File: config.mk
export PLATFORM = sky130hd
export DESIGN_NAME = vram_capture
export DESIGN_NICKNAME = d
export VERILOG_FILES = /design/src/rtl/vram_capture.sv
export SDC_FILE = /design/constraint.sdc
export NUM_CORES = 1
export LEC_CHECK = 0
export CAP_MARGIN = 20
export CORE_MARGIN = 2
export CORE_UTILIZATION = 47
export CTS_CLUSTER_DIAMETER = 50
export CTS_CLUSTER_SIZE = 30
export DETAILED_ROUTE_END_ITERATION = 16
export GPL_TIMING_DRIVEN = 0
export PLACE_DENSITY = 0.83
export SLEW_MARGIN = 20
export SYNTH_ARGS = -nofsm -noshare
export SYNTH_HDL_FRONTEND = slang
export SYNTH_SLANG_ARGS = --single-unit
File: constraint.sdc
create_clock -name i_clk -period 2.3 [get_ports i_clk]
set_input_delay 0.69 -clock i_clk [delete_from_list [all_inputs] [get_ports i_clk]]
set_output_delay 0.69 -clock i_clk [all_outputs]
set_load 0.1 [all_outputs]
File: src/rtl/vram_capture.sv
// Frame grabber: RGB565 + DE/VSYNC stream -> 1-bit luma threshold -> 64Kx1 VRAM write port.
// Optional CAPTURE_DITHER_EN adds a 2x2 ordered dither ahead of the threshold compare.
module vram_capture #(
    parameter int THRESHOLD = 63,
    parameter bit VSYNC_POL = 1'b0
) (
    input  logic        i_clk,
    input  logic        i_rst,
    input  logic        i_arm,
    input  logic        i_abort,
    input  logic        i_continuous,
    input  logic [4:0]  i_r,
    input  logic [5:0]  i_g,
    input  logic [4:0]  i_b,
    input  logic        i_vsync,
    input  logic        i_de,
    output logic [15:0] o_addr,
    output logic        o_dat,
    output logic        o_we,
    output logic        o_busy,
    output logic        o_done,
    output logic [7:0]  o_frame_cnt
);

    typedef enum logic [1:0] {
        S_IDLE    = 2'd0,
        S_WAIT_VS = 2'd1,
        S_CAPTURE = 2'd2
    } state_t;

    state_t      r_state;
    state_t      w_next;

    logic [4:0]  r_r;
    logic [5:0]  r_g;
    logic [4:0]  r_b;
    logic        r_de1;
    logic        r_de2;
    logic        r_vs1;
    logic        r_vs2;
    logic [8:0]  r_x;
    logic [8:0]  r_y;

    logic        w_vs_edge;
    logic        w_de_fall;
    logic        w_accept;
    logic        w_frame_end;
    logic [6:0]  w_luma;
    logic        w_bit;

    // Stage 1: input registers plus one-deep history for edge detection.
    always_ff @(posedge i_clk or posedge i_rst) begin
        if (i_rst) begin
            r_r   <= '0;
            r_g   <= '0;
            r_b   <= '0;
            r_de1 <= 1'b0;
            r_de2 <= 1'b0;
            r_vs1 <= ~VSYNC_POL;
            r_vs2 <= ~VSYNC_POL;
        end else begin
            r_r   <= i_r;
            r_g   <= i_g;
            r_b   <= i_b;
            r_de1 <= i_de;
            r_de2 <= r_de1;
            r_vs1 <= i_vsync;
            r_vs2 <= r_vs1;
        end
    end

    assign w_vs_edge = (r_vs1 == VSYNC_POL) && (r_vs2 != VSYNC_POL);
    assign w_de_fall = r_de2 && !r_de1;
    assign w_luma    = {2'b00, r_r} + {1'b0, r_g} + {2'b00, r_b};

`ifdef CAPTURE_DITHER_EN
    localparam logic [7:0] C_THR_D = 8'(THRESHOLD + 12);
    logic [7:0] w_dith;

    always_comb begin
        w_dith = 8'd0;
        case ({r_x[1], r_y[0]})
            2'b00:   w_dith = 8'd0;
            2'b10:   w_dith = 8'd16;
            2'b01:   w_dith = 8'd24;
            default: w_dith = 8'd8;
        endcase
    end

    assign w_bit = ({1'b0, w_luma} + w_dith) > C_THR_D;
`else
    localparam logic [6:0] C_THR = 7'(THRESHOLD);
    assign w_bit = w_luma > C_THR;
`endif

    // FSM: state register
    always_ff @(posedge i_clk or posedge i_rst) begin
        if (i_rst) r_state <= S_IDLE;
        else       r_state <= w_next;
    end

    // FSM: next state; abort dominates every other request
    always_comb begin
        w_next = r_state;
        if (i_abort) begin
            w_next = S_IDLE;
        end else begin
            case (r_state)
                S_IDLE:    if (i_arm)     w_next = S_WAIT_VS;
                S_WAIT_VS: if (w_vs_edge) w_next = S_CAPTURE;
                S_CAPTURE: if (w_vs_edge && !i_continuous) w_next = S_IDLE;
                default:   w_next = S_IDLE;
            endcase
        end
    end

    // FSM: outputs
    always_comb begin
        o_busy      = (r_state != S_IDLE);
        w_frame_end = (r_state == S_CAPTURE) && w_vs_edge && !i_abort;
        w_accept    = (r_state == S_CAPTURE) && !i_abort && r_de1 && !r_x[0] && !r_y[8];
    end

    // Pixel position; a new frame restarts at the origin.
    always_ff @(posedge i_clk or posedge i_rst) begin
        if (i_rst) begin
            r_x <= '0;
            r_y <= '0;
        end else if (w_vs_edge) begin
            r_x <= '0;
            r_y <= '0;
        end else if (r_de1) begin
            r_x <= r_x + 9'd1;
        end else if (w_de_fall) begin
            r_x <= '0;
            if (r_y != 9'd511) r_y <= r_y + 9'd1;
        end
    end

    // Output register; address and data hold while no write is issued.
    always_ff @(posedge i_clk or posedge i_rst) begin
        if (i_rst) begin
            o_we        <= 1'b0;
            o_addr      <= '0;
            o_dat       <= 1'b0;
            o_done      <= 1'b0;
            o_frame_cnt <= '0;
        end else begin
            o_we   <= w_accept;
            o_done <= w_frame_end;
            if (w_accept) begin
                o_addr <= {r_y[7:0], r_x[8:1]};
                o_dat  <= w_bit;
            end
            if (w_frame_end) o_frame_cnt <= o_frame_cnt + 8'd1;
        end
    end

endmodule
# Yosys cells after proc, flatten, opt, wreduce, memory -nomap -nowiden
# Cells that the tools add are included.
# totals
inputBits	23
elab_cells	62
out_inout_bits	28
ff_bits	67
# classes
n_addsub	5
bitwise_logic	1
muxes	12
n_reduce_logical	21
n_lt_le_gt_ge	1
n_eq_ne	7
# ops
op	count
$mux 9	7
$add 9x1->9 const B	2
$logic_and 1x1->1	9
$ne 3x3->1 const B	3
$ne 9x9->1 const B	1
$add 8x1->8 const B	1
$mux 2	4
$add 5x6->7	1
$add 7x5->7	1
$gt 7x6->1 const B	1
$pmux 2 s3	1
$reduce_and 3->1	2
$reduce_bool 2->1	3
$logic_not 1->1	5
$reduce_bool 3->1	1
$eq 2x1->1 const B	1
$eq 2x2->1 const B	1
$logic_not 2->1	1
$ne 2x1->1 const B	1
$not 1->1	1

# Longest topological paths before layout
# depth
depth_word	6
mapped_depth	8
ltp_nobuf	7

# Least setup slack after synthesis
# OpenSTA, ideal clock, no wires.
# synth_timing
kind	in2reg
startpoint	in i_abort
endpoint	reg o_addr[0]
cell_stages	5
slack_ps	159
setup_ps	125
t_required_ps	2175
t_arrival_ps	2015
path_cell_list	or3b_4 or3_1 buf_6 buf_12 mux2_4
# synth_via
elab_chain_len	5
# synth_lines
element	line	rtl
from (decl)	10	input logic i_abort,
$logic_not 1->1	121	w_accept = (r_state == S_CAPTURE) && !i_abort && r_de1 && !r_x[0] && !r_y[8];
$logic_and 1x1->1 (4 in series)	121	
to (signal assigned)	152	o_addr <= {r_y[7:0], r_x[8:1]};
to (decl)	17	output logic [15:0] o_addr,
# No other way between the ends.
# A chain may end at the register's enable or synchronous reset.

# Final worst setup path
# layout_timing
startpoint	reg o_addr[5]
endpoint	out o_addr[5]
# No word-level cell between the ends.

==> results_tabular.tex <==
\begin{tabular}{lr}
\hline
Metric & Value \\
\hline
\multicolumn{2}{l}{\textbf{Critical path}} \\
\quad Worst-path cell with the longest stage delay & sky130\_fd\_sc\_hd\_\_dlygate4sd2\_1 \\
\quad Startpoint types & flop \\
\quad Crit end category & primary output \\
\quad Buf/Inv on CP & 1 \\
\quad Largest stage delay, worst path & 0.86 ns \\
\quad Critical path start-end classification & reg -> out \\
\quad Worst reg2reg startpoint & r\_y[0]\$\_DFFE\_PP0P\_ \\
\quad Reg-to-reg endpoint & r\_y[5]\$\_DFFE\_PP0P\_ \\
\quad Number of cell instances on the worst register-to-register path & 7 \\
\quad CP Max Fanout & 2 \\
\quad CP top delay family & buffers and inverters \\
\quad CP Data Required Time & 1.61 ns \\
\quad Sequence of cells on the critical path & dlygate4sd2\_1 \\
\quad Register-to-register setup slack & 0.15 ns \\
\quad Data arrival at the endpoint of the critical path & 1.56 ns \\
\multicolumn{2}{l}{\textbf{Clocking}} \\
\quad TritonCTS Sinks & 67 \\
\quad Clk\_lat worst skew & 0.33 ns \\
\quad Maximum buffer depth of the clock tree & 2 \\
\quad CTS tree & built \\
\quad Total clock buffers created by CTS & 9 \\
\quad Maximum level of the CTS H-tree & 3 \\
\quad Post-CTS clock slew at the launch and capture registers of the worst setup and hold paths & 0.07 ns \\
\quad Root buf cell & sky130\_fd\_sc\_hd\_\_clkbuf\_8 \\
\multicolumn{2}{l}{\textbf{Pwr}} \\
\quad Part of the total power dissipated in combinational logic & 13.1\% \\
\quad Power density over cell area & 724.8 nW/um2 \\
\quad Clock Power Share & 39.9\% \\
\quad Switching power share of the total & 25.71\% \\
\quad Power spent charging and discharging nets & 699.7 uW \\
\quad Leakage power figure & 0.001782 uW \\
\quad Worst vdd rail ir drop & 0.6490 mV \\
\quad Reg power frac & 47.0\% \\
\quad Int Power & 2022 uW \\
\multicolumn{2}{l}{\textbf{Yosys}} \\
\quad Number of instances in the synthesized netlist & 225 \\
\quad Number of flops mapped to enable cells by yosys & 0 \\
\quad Unique cell type count in the Yosys netlist & 42 \\
\quad Warning count from the yosys run & 0 \\
\quad Prevailing post-synth register cell & sky130\_fd\_sc\_hd\_\_dfrtp\_1 \\
\quad Post-synthesis net count & 262 \\
\quad Post-Synthesis Mean Instance Area & 12.91 um2 \\
\quad Async S/R FF share, synth & 100.0\% \\
\quad Sequential cell area fraction in the yosys report & 57.82\% \\
\quad Synthesized flop and latch total & 67 \\
\quad Netlist Area Pre-Place & 2904 um2 \\
\multicolumn{2}{l}{\textbf{Routing}} \\
\quad Mean routed wirelength per cell & 14.22 um \\
\quad Final WL & 5246 um \\
\quad Via count normalized by instance count & 5.285 \\
\quad Post-route DRC violation count & 0 \\
\quad Length of the first detailed-routing pass in iterations & 4 \\
\quad Remaining antenna violation count after routing & 0 \\
\quad Violation count after the first detailed-routing iteration & 99 \\
\quad Routed vias & 1950 \\
\multicolumn{2}{l}{\textbf{GRT}} \\
\quad Largest net degree at the start of global routing & 30 \\
\quad All-Layer GR Usage & 17.84\% \\
\quad Overflow left after global routing & 0 \\
\quad Antenna violations before repair & 0 \\
\quad Via count of the first global-routing pass & 1936 \\
\quad First-pass GRT wire length & 8790 um \\
\multicolumn{2}{l}{\textbf{Placement}} \\
\quad Detailed placer's ending HPWL & 3830 um \\
\quad IO buf count & 50 \\
\quad Routability Congestion & 0.8089 \\
\quad Number of instances in the placed design & 352 \\
\quad DP Worst Slack & -0.4005 ns \\
\multicolumn{2}{l}{\textbf{Min path}} \\
\quad Min-delay src & r\_vs1\$\_DFF\_PP1\_ \\
\quad Min-Delay Endpoint & r\_vs2\$\_DFF\_PP1\_ \\
\quad Hold Path Cell Cnt & 0 \\
\quad Class of the worst hold path & reg -> reg \\
\multicolumn{2}{l}{\textbf{Timing}} \\
\quad Final period util & 97.63\% \\
\quad Relative max-transition margin & 35.33\% \\
\quad Worst-Margin Slew & 0.9740 ns \\
\quad Setup repair after global routing missed its margin & false \\
\quad Achievable Freq & 445.3 MHz \\
\quad Slew Limit Fails & 0 \\
\quad Worst Skew & 0.006165 ns \\
\quad Hold Violations, Final & 0 \\
\quad Final setup violation count & 0 \\
\quad Crit path time final & 2.246 ns \\
\quad Setup WS post-layout & 0.05440 ns \\
\multicolumn{2}{l}{\textbf{Die}} \\
\quad Die Footprint & 6824 um2 \\
\quad Die width & 82.61 um \\
\quad Count of pins on the block boundary & 51 \\
\quad Initial Util & 48.76\% \\
\quad Die Y & 82.61 um \\
\quad Row Count & 28 \\
\quad Floorplan Core Area & 5956 um2 \\
\multicolumn{2}{l}{\textbf{Run status}} \\
\quad Result of the run & complete, no violations \\
\multicolumn{2}{l}{\textbf{Finish}} \\
\quad Number of diodes & 0 \\
\quad Area growth from synthesis to layout & 29.30\% \\
\quad Final Instance Count excl. Fillers & 369 \\
\quad \# nets final & 326 \\
\quad Ratio of cells with drive above 1 in the final layout & 18.03\% \\
\multicolumn{2}{l}{\textbf{Job}} \\
\quad Max-capacitance violation count & 0 \\
\hline
\end{tabular}
cell families (layout without fill, tap and decap cells):
family | count (synthesis) | in the layout | share of synthesized area (%)
buffers and inverters | 18 | 87 | 3.145
muxes | 22 | 22 | 9.522
and+or+nand+nor | 62 | 62 | 12.37
AOI/OAI and AO/OA | 34 | 34 | 7.411
xor gates and xnor gates | 8 | 8 | 2.413
DFF | 67 | 67 | 57.82
adders and majority gates | 14 | 14 | 7.325
through the flow:
step / TNS, ns / total power, uW / hold WS, ns / cell area, um2 / util [%]
6_report: 0 / 2721 / 0.3823 / 3755 / 63.05
4_1_cts: -0.1577 / 2760 / 0.3816 / 3762 / 63.17
3_3_place_gp: -5.632 / 1649 / 0.3760 / 3502 / 58.80
2_1_floorplan: 0 / 1541 / 0.3667 / 2908 / -
3_5_place_dp: -5.687 / 1671 / 0.3795 / 3550 / 59.60
5_1_grt: 0 / 2865 / 0.3900 / 3755 / 63.05
layer usage:
| metal | wire length, um | GRT usage [%] | share of wire, % | vias to the layer above |
|---|---|---|---|---|
| li1 | - | - | - | 941 |
| met1 | 2324 | 21.72 | 44 | 964 |
| met2 | 2573 | 28.63 | 49 | 37 |
| met3 | 257 | 6.630 | 4.9 | 8 |
| met4 | 91 | 7.377 | 1.7 | 0 |
| met5 | 0 | 0 | 0 | - |
synth_stat cells, types with 2 or more instances:
| master | number | area share, % |
|---|---|---|
| sky130_fd_sc_hd__inv_1 | 10 | 1.3 |
| sky130_fd_sc_hd__dfrtp_1 | 65 | 56 |
| sky130_fd_sc_hd__fa_1 | 5 | 3.4 |
| sky130_fd_sc_hd__a311oi_1 | 3 | 0.90 |
| sky130_fd_sc_hd__or3_1 | 3 | 0.65 |
| sky130_fd_sc_hd__nand2b_1 | 3 | 0.65 |
| sky130_fd_sc_hd__o31ai_1 | 4 | 1.0 |
| sky130_fd_sc_hd__nand3b_1 | 4 | 1.0 |
| sky130_fd_sc_hd__dfstp_2 | 2 | 1.8 |
| sky130_fd_sc_hd__a2111oi_0 | 2 | 0.60 |
| sky130_fd_sc_hd__nand4_1 | 3 | 0.65 |
| sky130_fd_sc_hd__ha_1 | 9 | 3.9 |
| sky130_fd_sc_hd__nor3b_1 | 2 | 0.52 |
| sky130_fd_sc_hd__or4_1 | 5 | 1.3 |
| sky130_fd_sc_hd__mux2_4 | 9 | 4.7 |
| sky130_fd_sc_hd__xor2_1 | 4 | 1.2 |
| sky130_fd_sc_hd__nor2b_1 | 3 | 0.65 |
| sky130_fd_sc_hd__nand3_1 | 14 | 2.4 |
| sky130_fd_sc_hd__xnor2_1 | 4 | 1.2 |
| sky130_fd_sc_hd__mux2i_1 | 4 | 1.4 |
| sky130_fd_sc_hd__mux2_2 | 9 | 3.5 |
| sky130_fd_sc_hd__a31oi_1 | 2 | 0.43 |
| sky130_fd_sc_hd__nand2_1 | 8 | 1.0 |
| sky130_fd_sc_hd__o21ai_0 | 7 | 1.2 |
| sky130_fd_sc_hd__clkbuf_1 | 6 | 0.78 |
| sky130_fd_sc_hd__nor2_1 | 8 | 1.0 |
| sky130_fd_sc_hd__a21oi_1 | 12 | 2.1 |
cell usage in the layout (no fill, tap or decap), types with 2 or more instances in the layout:
cell type                          n
sky130_fd_sc_hd__a2111oi_0         2
sky130_fd_sc_hd__a21oi_1          12
sky130_fd_sc_hd__a311oi_1          3
sky130_fd_sc_hd__a31oi_1           2
sky130_fd_sc_hd__buf_12            2
sky130_fd_sc_hd__buf_4             2
sky130_fd_sc_hd__bufinv_16         2
sky130_fd_sc_hd__clkbuf_1          6
sky130_fd_sc_hd__clkbuf_2          4
sky130_fd_sc_hd__clkbuf_8         11
sky130_fd_sc_hd__clkdlybuf4s15_1   4
sky130_fd_sc_hd__clkdlybuf4s15_2   4
sky130_fd_sc_hd__clkdlybuf4s50_1  21
sky130_fd_sc_hd__clkinvlp_4        2
sky130_fd_sc_hd__dfrtp_1          65
sky130_fd_sc_hd__dfstp_2           2
sky130_fd_sc_hd__dlygate4sd2_1    17
sky130_fd_sc_hd__fa_1              5
sky130_fd_sc_hd__ha_1              9
sky130_fd_sc_hd__inv_1             9
sky130_fd_sc_hd__mux2_2            9
sky130_fd_sc_hd__mux2_4            9
sky130_fd_sc_hd__mux2i_1           4
sky130_fd_sc_hd__nand2_1           8
sky130_fd_sc_hd__nand2b_1          3
sky130_fd_sc_hd__nand3_1          14
sky130_fd_sc_hd__nand3b_1          4
sky130_fd_sc_hd__nand4_1           3
sky130_fd_sc_hd__nor2_1            8
sky130_fd_sc_hd__nor2b_1           3
sky130_fd_sc_hd__nor3b_1           2
sky130_fd_sc_hd__o21ai_0           7
sky130_fd_sc_hd__o31ai_1           4
sky130_fd_sc_hd__or3_1             3
sky130_fd_sc_hd__or3b_4            2
sky130_fd_sc_hd__or4_1             5
sky130_fd_sc_hd__xnor2_1           4
sky130_fd_sc_hd__xor2_1            4
worst max path at each step:
| stage | start | endpoint | slack, ns | depth (start not counted) |
|---|---|---|---|---|
| after floorplan | i_abort | o_addr[0]$_DFFE_PP0P_ | 0.16 | 5 |
| after global placement | i_abort | o_addr[7]$_DFFE_PP0P_ | -0.40 | 6 |
| after detailed placement | i_abort | o_addr[5]$_DFFE_PP0P_ | -0.40 | 6 |
| after CTS | r_state[0]$_DFFE_PP0P_ | o_busy | -0.16 | 2 |
| after global routing | o_addr[8]$_DFFE_PP0P_ | o_addr[8] | 0.0008 | 1 |
| final | o_addr[5]$_DFFE_PP0P_ | o_addr[5] | 0.05 | 1 |
what timing repair did:
action                                  4_1_cts  5_1_grt
endpoints found under the setup margin       40       13
buffers inserted                              1        0
pin swaps                                     0        0
cloned                                        0        0
hold buffers                                  0        0
resized for setup                            40       14
flip-flops by register name, summed over array words and instances, names as in the netlist, 2 cells and up:
name         cells
r_y              9
r_g              6
r_r              5
r_state          2
r_x              9
r_b              5
o_addr          16
o_frame_cnt      8
final cells by class:
type                            count  area, um2
Fill cell                         500       2201
Timing Repair Buffer               53      519.2
Multi-Input combinational cell    140       1136
Inverter                           10      41.29
Sequential cell                    67       1679
Clock inverter                      4      72.57
Clock buffer                       12      155.1
Buffer                              8      57.56
Tap cell                           75      93.84
power groups by stage:
stage	logic, uW	registers [uW]	clock network (uW)
4_1_cts	362	1280	1120
3_3_place_gp	350	1300	0
6_report	356	1280	1090
3_5_place_dp	371	1300	0
2_1_floorplan	135	1410	0
5_1_grt	386	1290	1190
(Power assumes the default switching activity.)
